--- config.mk ---
export PLATFORM = sky130hd
export DESIGN_NAME = point_mem_arbiter
export DESIGN_NICKNAME = d
export VERILOG_FILES = /design/src/rtl/pm_pkg.sv /design/src/rtl/pm_rr_pick.sv /design/src/rtl/point_mem_arbiter.sv
export SDC_FILE = /design/constraint.sdc
export NUM_CORES = 1
export LEC_CHECK = 0
export CORE_ASPECT_RATIO = 0.9
export CORE_MARGIN = 1.5
export CORE_UTILIZATION = 41
export CTS_CLUSTER_DIAMETER = 50
export DETAILED_ROUTE_END_ITERATION = 7
export PLACE_DENSITY_LB_ADDON = 0.25
export RECOVER_POWER = 25
export SYNTH_ARGS = -nofsm -noshare
export SYNTH_HDL_FRONTEND = slang
export SYNTH_SLANG_ARGS = --single-unit
export TNS_END_PERCENT = 100
--- constraint.sdc ---
create_clock -name clock -period 3.58 [get_ports clock]
set_clock_uncertainty 0.05 [all_clocks]
set_input_delay 0.537 -clock clock [delete_from_list [all_inputs] [get_ports clock]]
set_output_delay 0.537 -clock clock [all_outputs]
set_load 0.03 [all_outputs]
--- src/rtl/pm_pkg.sv ---
// -----------------------------------------------------------------------------
// pm_pkg
// Shared definitions for the point memory arbiter and its clients:
//   - arbiter FSM state encoding
//   - point memory depth and word width
//   - the 16-entry default point image that is loaded into the memory at reset.
//     The scan engines' reference model reads the same constant.
// No ports (package).
// -----------------------------------------------------------------------------
package pm_pkg;

    typedef enum logic [1:0] {
        S_IDLE = 2'd0,
        S_WR   = 2'd1,
        S_RD   = 2'd2,
        S_LOCK = 2'd3
    } pm_state_t;

    localparam int PM_DEPTH  = 16;
    localparam int PM_WORD_W = 8;

    // Address 0 sits in the least significant byte.
    // addr 0..15: 01,FF,00,00, 00,02,00,00, 00,02,FF,05, 00,02,00,02
    localparam logic [PM_DEPTH*PM_WORD_W-1:0] PM_DEFAULT_IMAGE = {
        8'h02, 8'h00, 8'h02, 8'h00,
        8'h05, 8'hFF, 8'h02, 8'h00,
        8'h00, 8'h00, 8'h02, 8'h00,
        8'h00, 8'h00, 8'hFF, 8'h01
    };

    function automatic logic [PM_WORD_W-1:0] pm_default_word(input logic [3:0] addr);
        return PM_DEFAULT_IMAGE[{addr, 3'b000} +: PM_WORD_W];
    endfunction

endpackage

--- src/rtl/pm_rr_pick.sv ---
// -----------------------------------------------------------------------------
// pm_rr_pick
// Two-way round-robin picker with starvation override.
// Ports:
//   i_req          in  2  reader requests
//   i_starved      in  2  reader has waited long enough to outrank the writer
//   i_rr_ptr       in  1  reader preferred when both candidates compete
//   o_pick         out 2  one-hot (or zero) chosen reader
//   o_starved_win  out 1  the pick comes from the starved set
// -----------------------------------------------------------------------------
module pm_rr_pick (
    input  logic [1:0] i_req,
    input  logic [1:0] i_starved,
    input  logic       i_rr_ptr,
    output logic [1:0] o_pick,
    output logic       o_starved_win
);

    logic [1:0] w_starved_req;
    logic [1:0] w_cand;

    assign w_starved_req = i_req & i_starved;
    assign o_starved_win = |w_starved_req;

    // Starved requesters form the candidate set when any exist, so a
    // non-starved reader can never jump ahead of a starved one.
    assign w_cand = o_starved_win ? w_starved_req : i_req;

    assign o_pick = (w_cand == 2'b11) ? (i_rr_ptr ? 2'b10 : 2'b01) : w_cand;

endmodule

--- src/rtl/point_mem_arbiter.sv ---
// -----------------------------------------------------------------------------
// point_mem_arbiter
// Owns the point memory and shares its single port between one writer and
// two readers, one access per cycle. Priority outside a lock:
// starved reader > writer > round-robin reader. A reader holding rd_lock keeps
// the port for up to MAX_LOCK consecutive reads.
// Ports:
//   clock, reset           rising-edge clock, synchronous active-high reset
//   wr_req/wr_addr/wr_data writer request, held until wr_gnt
//   wr_gnt                 write performed at this edge
//   rd_req/rd_lock/rd_addr per-reader request, burst lock, addresses
//   rd_gnt                 read accepted at this edge (one-hot or zero)
//   rd_valid/rd_data       registered read result, one cycle after rd_gnt
// -----------------------------------------------------------------------------
module point_mem_arbiter
    import pm_pkg::*;
#(
    parameter int DATA_W     = 8,
    parameter int ADDR_W     = 4,
    parameter int STARVE_LIM = 4,
    parameter int MAX_LOCK   = 2
) (
    input  logic                clock,
    input  logic                reset,
    input  logic                wr_req,
    input  logic [ADDR_W-1:0]   wr_addr,
    input  logic [DATA_W-1:0]   wr_data,
    output logic                wr_gnt,
    input  logic [1:0]          rd_req,
    input  logic [1:0]          rd_lock,
    input  logic [2*ADDR_W-1:0] rd_addr,
    output logic [1:0]          rd_gnt,
    output logic [1:0]          rd_valid,
    output logic [DATA_W-1:0]   rd_data
);

    localparam int DEPTH  = 2**ADDR_W;
    localparam int WAIT_W = $clog2(STARVE_LIM + 1);
    localparam int LOCK_W = $clog2(MAX_LOCK + 1);
    localparam logic [WAIT_W-1:0] WAIT_SAT = WAIT_W'(STARVE_LIM);
    localparam logic [LOCK_W-1:0] LOCK_MAX = LOCK_W'(MAX_LOCK);

    pm_state_t          r_state, r_state_next;
    logic               r_rr_ptr, r_rr_ptr_next;
    logic               r_owner, r_owner_next;
    logic [LOCK_W-1:0]  r_lock_cnt, r_lock_cnt_next;
    logic [WAIT_W-1:0]  r_wait_cnt [2];
    logic [WAIT_W-1:0]  r_wait_cnt_next [2];
    logic [DATA_W-1:0]  r_mem [DEPTH];
    logic [1:0]         r_rd_valid;
    logic [DATA_W-1:0]  r_rd_data;

    logic [1:0]         w_starved;
    logic [1:0]         w_pick;
    logic               w_starved_win;
    logic               w_lock_hold;
    logic               w_rr_eff;
    logic               w_rd_sel;
    logic [ADDR_W-1:0]  w_rd_addr;

    genvar gi;
    generate
        for (gi = 0; gi < 2; gi++) begin : g_reader
            assign w_starved[gi] = (r_wait_cnt[gi] >= WAIT_SAT);
            // Waiting time only accumulates across consecutive ungranted requests.
            assign r_wait_cnt_next[gi] = (rd_req[gi] && !rd_gnt[gi])
                ? ((r_wait_cnt[gi] == WAIT_SAT) ? WAIT_SAT : r_wait_cnt[gi] + WAIT_W'(1))
                : '0;
        end
    endgenerate

    // The lock continues only while the owner keeps both request and lock up
    // and its burst budget is not used up.
    assign w_lock_hold = (r_state == S_LOCK) && rd_req[r_owner] && rd_lock[r_owner]
                         && (r_lock_cnt < LOCK_MAX);

    // On the lock exit cycle the owner counts as just served.
    assign w_rr_eff = (r_state == S_LOCK) ? ~r_owner : r_rr_ptr;

    pm_rr_pick u_pick (
        .i_req         (rd_req),
        .i_starved     (w_starved),
        .i_rr_ptr      (w_rr_eff),
        .o_pick        (w_pick),
        .o_starved_win (w_starved_win)
    );

    always_comb begin
        wr_gnt          = 1'b0;
        rd_gnt          = 2'b00;
        w_rd_sel        = 1'b0;
        r_state_next    = r_state;
        r_rr_ptr_next   = r_rr_ptr;
        r_owner_next    = r_owner;
        r_lock_cnt_next = r_lock_cnt;
        if (!reset) begin
            if (w_lock_hold) begin
                w_rd_sel        = r_owner;
                rd_gnt          = r_owner ? 2'b10 : 2'b01;
                r_lock_cnt_next = r_lock_cnt + LOCK_W'(1);
                r_rr_ptr_next   = ~r_owner;
                r_state_next    = S_LOCK;
            end else begin
                if (w_starved_win) begin
                    rd_gnt = w_pick;
                end else if (wr_req) begin
                    wr_gnt = 1'b1;
                end else begin
                    rd_gnt = w_pick;
                end
                w_rd_sel = rd_gnt[1];
                if (wr_gnt) begin
                    r_state_next = S_WR;
                end else if (rd_gnt != 2'b00) begin
                    r_rr_ptr_next = ~w_rd_sel;
                    if (rd_lock[w_rd_sel]) begin
                        r_state_next    = S_LOCK;
                        r_owner_next    = w_rd_sel;
                        r_lock_cnt_next = LOCK_W'(1);
                    end else begin
                        r_state_next = S_RD;
                    end
                end else begin
                    r_state_next = S_IDLE;
                end
            end
        end
    end

    assign w_rd_addr = w_rd_sel ? rd_addr[ADDR_W +: ADDR_W] : rd_addr[0 +: ADDR_W];

    always_ff @(posedge clock) begin
        if (reset) begin
            r_state       <= S_IDLE;
            r_rr_ptr      <= 1'b0;
            r_owner       <= 1'b0;
            r_lock_cnt    <= '0;
            r_wait_cnt[0] <= '0;
            r_wait_cnt[1] <= '0;
            r_rd_valid    <= 2'b00;
            r_rd_data     <= '0;
        end else begin
            r_state    <= r_state_next;
            r_rr_ptr   <= r_rr_ptr_next;
            r_owner    <= r_owner_next;
            r_lock_cnt <= r_lock_cnt_next;
            r_wait_cnt <= r_wait_cnt_next;
            r_rd_valid <= rd_gnt;
            if (rd_gnt != 2'b00) begin
                r_rd_data <= r_mem[w_rd_addr];
            end
        end
    end

    // Reset reloads the default image; grants are forced low during reset,
    // so a write presented in that cycle never lands.
    always_ff @(posedge clock) begin
        if (reset) begin
            for (int i = 0; i < DEPTH; i++) begin
                r_mem[i] <= DATA_W'(pm_default_word(4'(i)));
            end
        end else if (wr_gnt) begin
            r_mem[wr_addr] <= wr_data;
        end
    end

    // Reset suppresses a result that is already sitting in the output register.
    assign rd_valid = r_rd_valid & {2{~reset}};
    assign rd_data  = r_rd_data;

endmodule

### Yosys cells after proc, flatten, opt, wreduce, memory -nomap -nowiden

Memories as Yosys holds them, arrays and structs flattened. A register that Yosys moved wholly into a read port is not among the register bits.
Cells that the tools add are included.

| storage, ports and cells | value |
|---|---|
| flip-flop bits (word level) | 14 |
| bits in writable memories | 128 |
| input port bits | 27 |
| output and inout port bits | 13 |
| logic and storage cells | 99 |
| memories kept | 1 |

| operators by class | value |
|---|---|
| add/sub/neg operators | 3 |
| order comparisons | 5 |
| eq/ne operators | 5 |
| muxes and demuxes | 47 |
| bitwise operators | 9 |
| reductions and logical operators | 20 |

Memories:

| memory | words | width | read ports | clocked after Yosys merged registers in | write ports | line | text |
|---|---|---|---|---|---|---|---|
| r_mem | 16 | 8 | 1 | 1 | 16 | point_mem_arbiter.sv:49 | `logic [DATA_W-1:0] r_mem [DEPTH];` |

Operators with widths:

| kind | count |
|---|---|
| $mux 2 | 17 |
| $mux 1 | 25 |
| $mux 4 | 2 |
| $mux 8 | 1 |
| $reduce_bool 2->1 | 4 |
| $reduce_or 8->1 | 1 |
| $not 1->1 | 7 |
| $add 3x1->3 const B | 2 |
| $eq 3x3->1 const B | 2 |
| $ge 3x3->1 const B | 2 |
| $mux 3 | 2 |
| $reduce_or 2->1 | 3 |
| $reduce_or 3->1 | 2 |
| $logic_and 1x1->1 | 5 |
| $and 2x2->2 | 2 |
| $eq 2x2->1 const B | 2 |
| $lt 1x2->1 const B | 2 |
| $reduce_and 4->1 | 1 |
| $reduce_and 3->1 | 1 |
| $add 2x1->2 const B | 1 |
| $logic_not 1->1 | 2 |
| $lt 2x2->1 const B | 1 |
| $ne 2x2->1 const B | 1 |
| $reduce_and 2->1 | 1 |

### Longest topological paths before layout

Gate-level depths: netlist of run 1.

| logic depth | value |
|---|---|
| depth in word-level cells | 16 |
| mapped depth | 12 |
| depth with buffers taken out | 8 |

### Hierarchy

A second synthesis of run 1 with hierarchy kept.

| unflattened totals | value |
|---|---|
| cell total of the unflattened synthesis | 680 |
| area, all modules | 7783.7 µm² |

Modules (own cells, without submodules):

| module | times used | cells each | area each (µm²) | seq. area each (µm²) |
|---|---|---|---|---|
| point_mem_arbiter | 1 | 672 | 7734.9 | 4284.1 |
| pm_rr_pick | 1 | 8 | 48.8 | 0.0 |

### Worst setup path after synthesis of run 1

No wires, ideal clock.

| path | value |
|---|---|
| kind | flip-flop to flip-flop |
| start point | register r_owner |
| end point | register r_rd_data[0], in the netlist rd_data[0], read port of r_mem |
| library setup time | 0.125 ns |
| arrival time | 2.626 ns |
| data required time | 3.405 ns |
| path slack | 0.779 ns |
| cell stages (with the launch flop) | 9 |
| buffers on the path | 0 |
| clock period less this slack | 2.801 ns |
| cells stage by stage | dfxtp_1 and3b_4 or3_1 a2111o_1 a21oi_1 a22oi_1 nor2_1 a21boi_0 nor4_2 |

| between the ends | value |
|---|---|
| longest elaborated chain between the ends | 11 |
| elaborated cells on any way between the ends | 22 |
| classes of those cells | 17 x mux; 1 x bitwise; 4 x reduce/logical |

Ends and longest elaborated chain:

| what | line | text |
|---|---|---|
| from (decl) | point_mem_arbiter.sv:45 | `logic r_owner, r_owner_next;` |
| from (signal assigned) | point_mem_arbiter.sv:145 | `r_owner <= r_owner_next;` |
| $not 1->1 | point_mem_arbiter.sv:78 | `assign w_rr_eff = (r_state == S_LOCK) ? ~r_owner : r_rr_ptr;` |
| $mux 1 | point_mem_arbiter.sv:78 |  |
| $mux 2 (2 in series) | pm_rr_pick.sv:29 | `assign o_pick = (w_cand == 2'b11) ? (i_rr_ptr ? 2'b10 : 2'b01) : w_cand;` |
| $mux 2 | point_mem_arbiter.sv:106 | `end else if (wr_req) begin` |
| $mux 2 | point_mem_arbiter.sv:104 | `if (w_starved_win) begin` |
| $mux 2 | point_mem_arbiter.sv:97 | `if (w_lock_hold) begin` |
| $mux 2 | point_mem_arbiter.sv:96 | `if (!reset) begin` |
| $mux 2 (*) | point_mem_arbiter.sv:97 |  |
| $mux 2 (*) | point_mem_arbiter.sv:96 |  |
| via rd_gnt[0] | point_mem_arbiter.sv:32 | `output logic [1:0] rd_gnt,` |
| $reduce_bool 2->1 (*) | point_mem_arbiter.sv:149 | `if (rd_gnt != 2'b00) begin` |
| to (decl) | point_mem_arbiter.sv:51 | `logic [DATA_W-1:0] r_rd_data;` |

The timed path passes the listed nets; every way through them passes the cells marked *. The select of a mux whose other input is x is not followed.
A chain may end at the register's enable or synchronous reset.

### Final worst setup path of run 1

| path | value |
|---|---|
| start point | input port rd_req[0] |
| end point | output port rd_gnt[1] |

| between the ends | value |
|---|---|
| longest elaborated chain between the ends | 11 |
| elaborated cells on any way between the ends | 16 |
| classes of those cells | 1 x eq/ne; 10 x mux; 1 x bitwise; 4 x reduce/logical |

Ends and longest elaborated chain:

| what | line | text |
|---|---|---|
| from (decl) | point_mem_arbiter.sv:29 | `input logic [1:0] rd_req,` |
| $and 2x2->2 | pm_rr_pick.sv:22 | `assign w_starved_req = i_req & i_starved;` |
| $reduce_or 2->1 | pm_rr_pick.sv:23 | `assign o_starved_win = \|w_starved_req;` |
| $mux 2 | pm_rr_pick.sv:27 | `assign w_cand = o_starved_win ? w_starved_req : i_req;` |
| $eq 2x2->1 | pm_rr_pick.sv:29 |  |
| $mux 2 | pm_rr_pick.sv:29 |  |
| $mux 2 | point_mem_arbiter.sv:106 |  |
| $mux 2 | point_mem_arbiter.sv:104 |  |
| $mux 2 | point_mem_arbiter.sv:97 |  |
| $mux 2 | point_mem_arbiter.sv:96 |  |
| $mux 2 (*) | point_mem_arbiter.sv:97 |  |
| $mux 2 (*) | point_mem_arbiter.sv:96 |  |
| to (decl) | point_mem_arbiter.sv:32 |  |

Every way passes the cells marked *; elsewhere a longest branch is shown, timed or not. The select of a mux whose other input is x is not followed.

==> out/qor.txt, run 1 <==
Status = complete, no violations
Number of input and output port buffers inserted = 39
Area used by multi-input combinational logic = 2880 um2
Number of different library cells in the post-synthesis netlist = 57
Most common library cell in the layout ignoring fill and taps = sky130_fd_sc_hd__edfxtp_1
Net switching power figure = 984 uW
Deepest level of the CTS H-tree = 4
Layout Cells excl Fill = 904
Worst setup margin = 0.181 ns
Part of the total power dissipated in combinational logic = 0.102
Number of enable flip-flop cells after synthesis = 128
Number of nets in the synthesized netlist = 616
Cell chosen for the clock root = sky130_fd_sc_hd__clkbuf_16
Register area share after synthesis = 0.583
Layout Cell Area excl Fill = 8740 um2
Internal power of the cells = 3.11 mW
Clk Latency, worst-skew pair = 0.43 ns
Crit path top cell by count = sky130_fd_sc_hd__clkdlybuf4s50_1
Power density normalized to cell area = 468 nW/um2
Switching fraction of total power = 0.240
Most frequent cells in the layout = 128 x sky130_fd_sc_hd__edfxtp_1, 88 x sky130_fd_sc_hd__and2_1, 56 x sky130_fd_sc_hd__mux2i_1
Via count = 4,832
Number of filler instances in the final layout = 1,575
Critical Path Sink Type = output pin
Family with the most delay on the worst path = buffers and inverters
Number of maximum-capacitance constraint violations = 0
Count of buffer and inverter cells on the critical path = 2
Register share of total power = 0.484
Setup TNS = 0 ns
Max-slew headroom at the worst pin = 0.472
Total Die Area = 18,700 um2
Deepest clock path buffer count = 2
N_diodes = 0
TritonCTS sink count = 150
Mean routed wirelength per cell = 20.5 um
Post-synthesis register bit count = 150
Final period demand of the worst path = 3.40 ns
Die boundary height = 130 um
Synthesis Warnings = 0
Initial cell density of the core = 0.417
Worst EP arrival = 2.81 ns
Average cell area after synthesis = 12.6 um2
Gp weighted congestion = 0.918
Hold Crit Class = reg -> reg
Storage element area = 4280 um2
RSZ-0062 raised after global routing = false
Async set-or-reset flop fraction in the synthesized netlist = 0
Placed cell count = 872
Post-DRT Antenna Nets = 0
DRT Wirelength = 18,500 um
HPWL after DPL = 12,800 um
Clock buffer count from CTS = 17
Instance area after placement = 8200 um2
Total of endpoints with negative setup slack in the final report = 0
Top post-synthesis cells by area = sky130_fd_sc_hd__edfxtp_1 52%, sky130_fd_sc_hd__and2_1 9.3%, sky130_fd_sc_hd__mux2i_1 7.6%
Initial antenna violation count = 0
Prevailing post-synth register cell = sky130_fd_sc_hd__edfxtp_1
IO Count = 40
Max VDD drop = 306 uV
Placement Rows = 46
Initial DRC count = 462
Final Cycle Share = 0.950
Final hold viol count = 0
Pleak = 3.26 nW
Remaining global-route overflow = 0
Worst-margin pin slew = 0.789 ns
Share of the synthesized area in the top cell type = 0.523
Type of the worst setup path = in -> out
DIE WIDTH = 144 um
Share of total power in the clock network = 0.414
Post-synth top area cell = sky130_fd_sc_hd__edfxtp_1
Synthesized cell area = 7350 um2
Category of the worst setup path launch point = input pin
Post-cts hold buffer count = 0
Global-route wire length before repair = 28,000 um
Fraction of layout instances using a drive strength above 1 = 0.172
Chain of cells forming the critical path = clkdlybuf4s50_1, a21oi_2, o21ai_0, o31a_4, nor2_8, clkdlybuf4s50_1
Max stage delay cell, worst path = sky130_fd_sc_hd__clkdlybuf4s50_1
Setup slack after placement = 0.00212 ns
Core area = 17,600 um2
Net count reported at finish = 682
Maximum clock rate = 294 MHz
Number of search-and-repair iterations in the first detailed-routing pass = 5
Max incr delay on CP = 0.72 ns
Total count of max-transition violations in the final report = 0
Number of global-route vias before repair = 4,818
Synthesis-to-layout area growth = 19.0%
Clock Pin Slew Worst Setup and Hold Paths = 0.06 ns
Largest net degree at the start of global routing = 26
Largest fanout on the critical path = 7
DRC = 0
Clock tree from TritonCTS = done
Routed vias/inst = 5.35
Synthesized netlist cell count = 585
Total GRT Usage = 0.211
Worst path required time = 2.99 ns
==> flip-flops by register name, indices dropped and copies added, names as in the netlist <==
name and flops:
r_rr_ptr 1, r_owner 1, r_wait_cnt 6, r_lock_cnt 2, r_mem 128, rd_data 8, r_rd_valid 2, r_state 2
==> synth_stat cells, drive strengths merged, types with 3 or more instances <==
library cell / n
nand2b: 3
nor4: 8
inv: 9
nor2b: 5
nor2: 24
clkbuf: 19
a221o: 7
and2: 109
nand3: 4
nor3: 6
mux2i: 57
ha: 4
buf: 11
nand4: 8
a21boi: 10
o21ai: 29
a21oi: 11
mux2: 17
or2: 4
and3: 8
edfxtp: 128
dfxtp: 22
a31oi: 3
or3: 27
nand2: 30
==> cells by family (layout without fill, tap and decap cells) <==
family,after synthesis,count (layout),synth area share
adders and majority gates,4,4,0.00681
buffers and inverters,39,118,0.0269
AOI/OAI and AO/OA,77,77,0.0768
DFF,150,150,0.583
muxes,74,74,0.105
and+or+nand+nor,241,241,0.201
==> final cells by class <==
| class | count | share of cell area |
|---|---|---|
| flip-flops and latches | 150 | 0.490 |
| clock buffers | 20 | 0.0522 |
| repair buffers | 77 | 0.0780 |
| clock inverters | 12 | 0.0117 |
| inverters | 9 | 0.00386 |
| well taps | 240 | 0.0343 |
| multi-input cells | 396 | 0.330 |
==> worst paths after layout <==
kind                            depth (start not counted)           from             to  slack (ns)
worst max-delay path                                    6      rd_req[0]      rd_gnt[1]        0.18
worst max register to register                          8        r_owner     rd_data[3]        0.58
worst min register to register                          2  r_lock_cnt[0]  r_lock_cnt[0]        0.41
worst min-delay path                                    2  r_lock_cnt[0]  r_lock_cnt[0]        0.41
==> tightest hold or removal path: stages (launching register included) <==
cell	delay, ns
sky130_fd_sc_hd__dfxtp_1	0.31
sky130_fd_sc_hd__inv_1	0.05
sky130_fd_sc_hd__a31oi_1	0.07
==> metal layers <==
metal,vias up,part of all wire,track usage
met5,-,0,0
met4,0,0.017,0.0648
met3,24,0.072,0.0569
met2,183,0.46,0.330
met1,2343,0.46,0.288
li1,2282,-,-
==> stage by stage <==
stage / hold WS [ns] / utilization / total power [mW]
finish: 0.414 / 0.496 / 4.09
global route: 0.433 / 0.496 / 4.23
CTS: 0.414 / 0.497 / 4.12
detailed placement: 0.404 / 0.465 / 2.44
global placement: 0.397 / 0.465 / 2.43
floorplan: 0.381 / - / 2.26
==> timing repair <==
action / CTS / global route
setup endpoints to repair: 0 / 1
gates resized for setup: 0 / 1
buffers inserted: 0 / 0
hold endpoints to repair: 0 / 0
==> power by group through the flow <==
stage	clock network, mW	registers [mW]	logic, mW
5_1_grt	1.79	1.99	0.448
3_3_place_gp	0	2.02	0.413
3_5_place_dp	0	2.02	0.421
4_1_cts	1.71	1.98	0.423
2_1_floorplan	0	2.02	0.235
6_report	1.69	1.98	0.418
No activity file was read; power rests on OpenSTA's default activity.
==> run 2, diff against run 1 <==
Settings changed: SYNTH_HIERARCHICAL set to 1.
==> run 2 against run 1 <==
Net effect:
- sequential power hardly changed
- utilization is 0.068 points higher
- flip-flop and latch count unchanged
- routed wire length increased by 19%
- critical path type unchanged
- largest power group unchanged
- highest routed layer is now met5
==> out/qor.txt, run 2 <==
Status = complete, no violations
Routed vias/inst = 5.80 (+8.6%)
Total Die Area = 19,800 um2 (+5.8%)
Max-slew headroom at the worst pin = 0.330 (-0.142)
Worst EP arrival = 2.77 ns (-0.04 ns)
Storage element area = 4280 um2 (unchanged)
Internal power of the cells = 3.42 mW (+10%)
Clock tree from TritonCTS = done
Largest register FFs = 128 (unchanged)
Average cell area after synthesis = 11.4 um2 (-8.9%)
Net switching power figure = 1.04 mW (+5.7%)
Deepest clock path buffer count = 2 (unchanged)
Clock buffer count from CTS = 17 (unchanged)
Number of filler instances in the final layout = 1,620 (+2.9%)
Max VDD drop = 281 uV (-8.2%)
RSZ-0062 raised after global routing = false
Initial cell density of the core = 0.420 (+0.00289)
Synthesized netlist cell count = 680 (+16%)
Post-Route Utilization = 0.497 (+0.000681)
Critical Path Sink Type = output pin
HPWL after DPL = 15,100 um (+18%)
Global-route wire length before repair = 33,400 um (+19%)
Remaining global-route overflow = 0 (unchanged)
Layout Cells excl Fill = 995 (+10%)
Post-synth top area cell = sky130_fd_sc_hd__edfxtp_1
Synthesis Warnings = 6 (+6)
Share of total power in the clock network = 0.443 (+0.029)
IO Count = 40 (unchanged)
Worst path required time = 2.99 ns (about the same)
Largest fanout on the critical path = 6 (-1)
DRC = 0 (unchanged)
Category of the worst setup path launch point = input pin
Placed cell count = 963 (+10%)
Most repeated cell in the gate-level netlist after synthesis = sky130_fd_sc_hd__edfxtp_1
Total count of max-transition violations in the final report = 0 (unchanged)
Clock Pin Slew Worst Setup and Hold Paths = 0.06 ns (about the same)
Number of maximum-capacitance constraint violations = 0 (unchanged)
Post-DRT Antenna Nets = 0 (unchanged)
Top register by number of flip-flops = r_mem
Via count = 5,775 (+20%)
Initial antenna violation count = 2 (+2)
Final period demand of the worst path = 3.36 ns (-0.0373 ns)
Number of enable flip-flop cells after synthesis = 128 (unchanged)
Ranking of synthesized cells by instance count = 128 x sky130_fd_sc_hd__edfxtp_1, 107 x sky130_fd_sc_hd__and2_1, 51 x sky130_fd_sc_hd__mux2i_1
Die boundary height = 134 um (+2.8%)
Area used by multi-input combinational logic = 3250 um2 (+13%)
Largest net degree at the start of global routing = 33 (+27%)
Setup TNS = 0 ns (unchanged)
Worst-margin pin slew = 1.00 ns (+0.215 ns)
Cell chosen for the clock root = sky130_fd_sc_hd__clkbuf_16
Part of the total power dissipated in combinational logic = 0.106 (+0.004)
Async set-or-reset flop fraction in the synthesized netlist = 0 (unchanged)
Mean routed wirelength per cell = 22.2 um (+8.0%)
Power density normalized to cell area = 485 nW/um2 (+3.5%)
Core area = 18,500 um2 (+5.2%)
Final hold viol count = 0 (unchanged)
Placement Rows = 47 (+2.2%)
Most common library cell in the layout ignoring fill and taps = sky130_fd_sc_hd__edfxtp_1
Hold Crit Class = reg -> reg
Number of different library cells in the post-synthesis netlist = 54 (-5.3%)
Top post-synthesis cells by area = sky130_fd_sc_hd__edfxtp_1 49%, sky130_fd_sc_hd__and2_1 8.6%, sky130_fd_sc_hd__mux2i_1 6.6%
Clk Latency, worst-skew pair = 0.44 ns (about the same)
Number of nets in the synthesized netlist = 711 (+15%)
Net count reported at finish = 768 (+13%)
Pleak = 3.36 nW (+3.1%)
Final hold slack = 0.417 ns (+0.00279 ns)
Most frequent cells in the layout = 128 x sky130_fd_sc_hd__edfxtp_1, 97 x sky130_fd_sc_hd__and2_1, 50 x sky130_fd_sc_hd__mux2i_1
Type of the worst setup path = in -> out
Post-synthesis register bit count = 150 (unchanged)
Switching fraction of total power = 0.233 (-0.00735)
Total of endpoints with negative setup slack in the final report = 0 (unchanged)
Number of global-route vias before repair = 5,646 (+17%)
Share of the synthesized area in the top cell type = 0.494 (-0.0292)
Number of search-and-repair iterations in the first detailed-routing pass = 5 (unchanged)
Register share of total power = 0.451 (-0.033)
Total GRT Usage = 0.230 (+0.0196)
Fraction of layout instances using a drive strength above 1 = 0.144 (-0.0277)
Register area share after synthesis = 0.550 (-0.0325)
Gp weighted congestion = 0.878 (-4.3%)
Synthesis-to-layout area growth = 18.3%
Deepest level of the CTS H-tree = 4 (unchanged)
Prevailing post-synth register cell = sky130_fd_sc_hd__edfxtp_1
Final Cycle Share = 0.939 (-0.0104)
DRT Wirelength = 22,000 um (+19%)
TritonCTS sink count = 150 (unchanged)
Synthesized cell area = 7780 um2 (+5.9%)
Maximum clock rate = 297 MHz (+1.1%)
Initial DRC count = 684 (+48%)
Post-cts hold buffer count = 0 (unchanged)
N_diodes = 0 (unchanged)
DIE WIDTH = 148 um (+2.9%)
Number of input and output port buffers inserted = 39 (unchanged)
==> run 2: layout make-up <==
class	count	share of cell area
clock buffers	24	0.0512
multi-input cells	477	0.352
repair buffers	82	0.0755
inverters	9	0.00367
clock inverters	8	0.0186
well taps	245	0.0333
flip-flops and latches	150	0.465
==> run 2: cells by family (layout without fill, tap and decap cells) <==
group | Yosys count | after routing | synth area share
compound gates | 118 | 118 | 0.105
fa+ha+maj | 4 | 4 | 0.00643
buf+inv | 53 | 123 | 0.0331
flops | 150 | 150 | 0.550
mux | 68 | 68 | 0.0902
simple gates | 287 | 287 | 0.214
==> run 2: critical path: stages <==
cell and delay (ns):
sky130_fd_sc_hd__clkdlybuf4s50_1 0.51, sky130_fd_sc_hd__buf_4 0.15, sky130_fd_sc_hd__nand3_1 0.19, sky130_fd_sc_hd__a21oi_1 0.34, sky130_fd_sc_hd__a21oi_1 0.10, sky130_fd_sc_hd__nor3_1 0.23, sky130_fd_sc_hd__clkdlybuf4s50_1 0.73
==> run 2: final timing paths <==
check / end / slack (ns) / depth (start not counted) / from
hold reg to reg: r_rr_ptr / 0.42 / 1 / r_rr_ptr
setup reg to reg: rd_data[5] / 0.35 / 12 / r_state[0]
hold / removal: r_rr_ptr / 0.42 / 1 / r_rr_ptr
setup / recovery: rd_gnt[0] / 0.22 / 7 / rd_req[1]
==> run 2: power by group through the flow <==
stage | clock network, mW | registers [mW] | logic, mW
global route | 2.05 | 2.02 | 0.508
finish | 1.98 | 2.01 | 0.475
CTS | 1.98 | 2.01 | 0.476
global placement | 0 | 2.05 | 0.465
floorplan | 0 | 2.05 | 0.266
detailed placement | 0 | 2.05 | 0.473
==> run 2: metal layers <==
metal / vias up / wire [um] / GRT usage
li1: 2656 / - / -
met1: 2802 / 9840 / 0.317
met2: 260 / 9960 / 0.352
met3: 55 / 1590 / 0.0493
met4: 2 / 651 / 0.0985
met5: - / 13 / 0
==> run 2: per-stage QoR <==
| stage | worst slack (ns) | power [mW] | area [um2] |
|---|---|---|---|
| 4_1_cts | 0.248 | 4.47 | 9230 |
| 2_1_floorplan | 0.281 | 2.31 | 7780 |
| 3_3_place_gp | 0.140 | 2.51 | 8580 |
| 3_5_place_dp | 0.112 | 2.52 | 8580 |
| 6_report | 0.218 | 4.46 | 9210 |
| 5_1_grt | 0.0300 | 4.57 | 9210 |
==> run 2: timing repair <==
action | CTS | global route
buffers inserted | 0 | 0
setup endpoints to repair | 0 | 1
resized for setup | 0 | 2
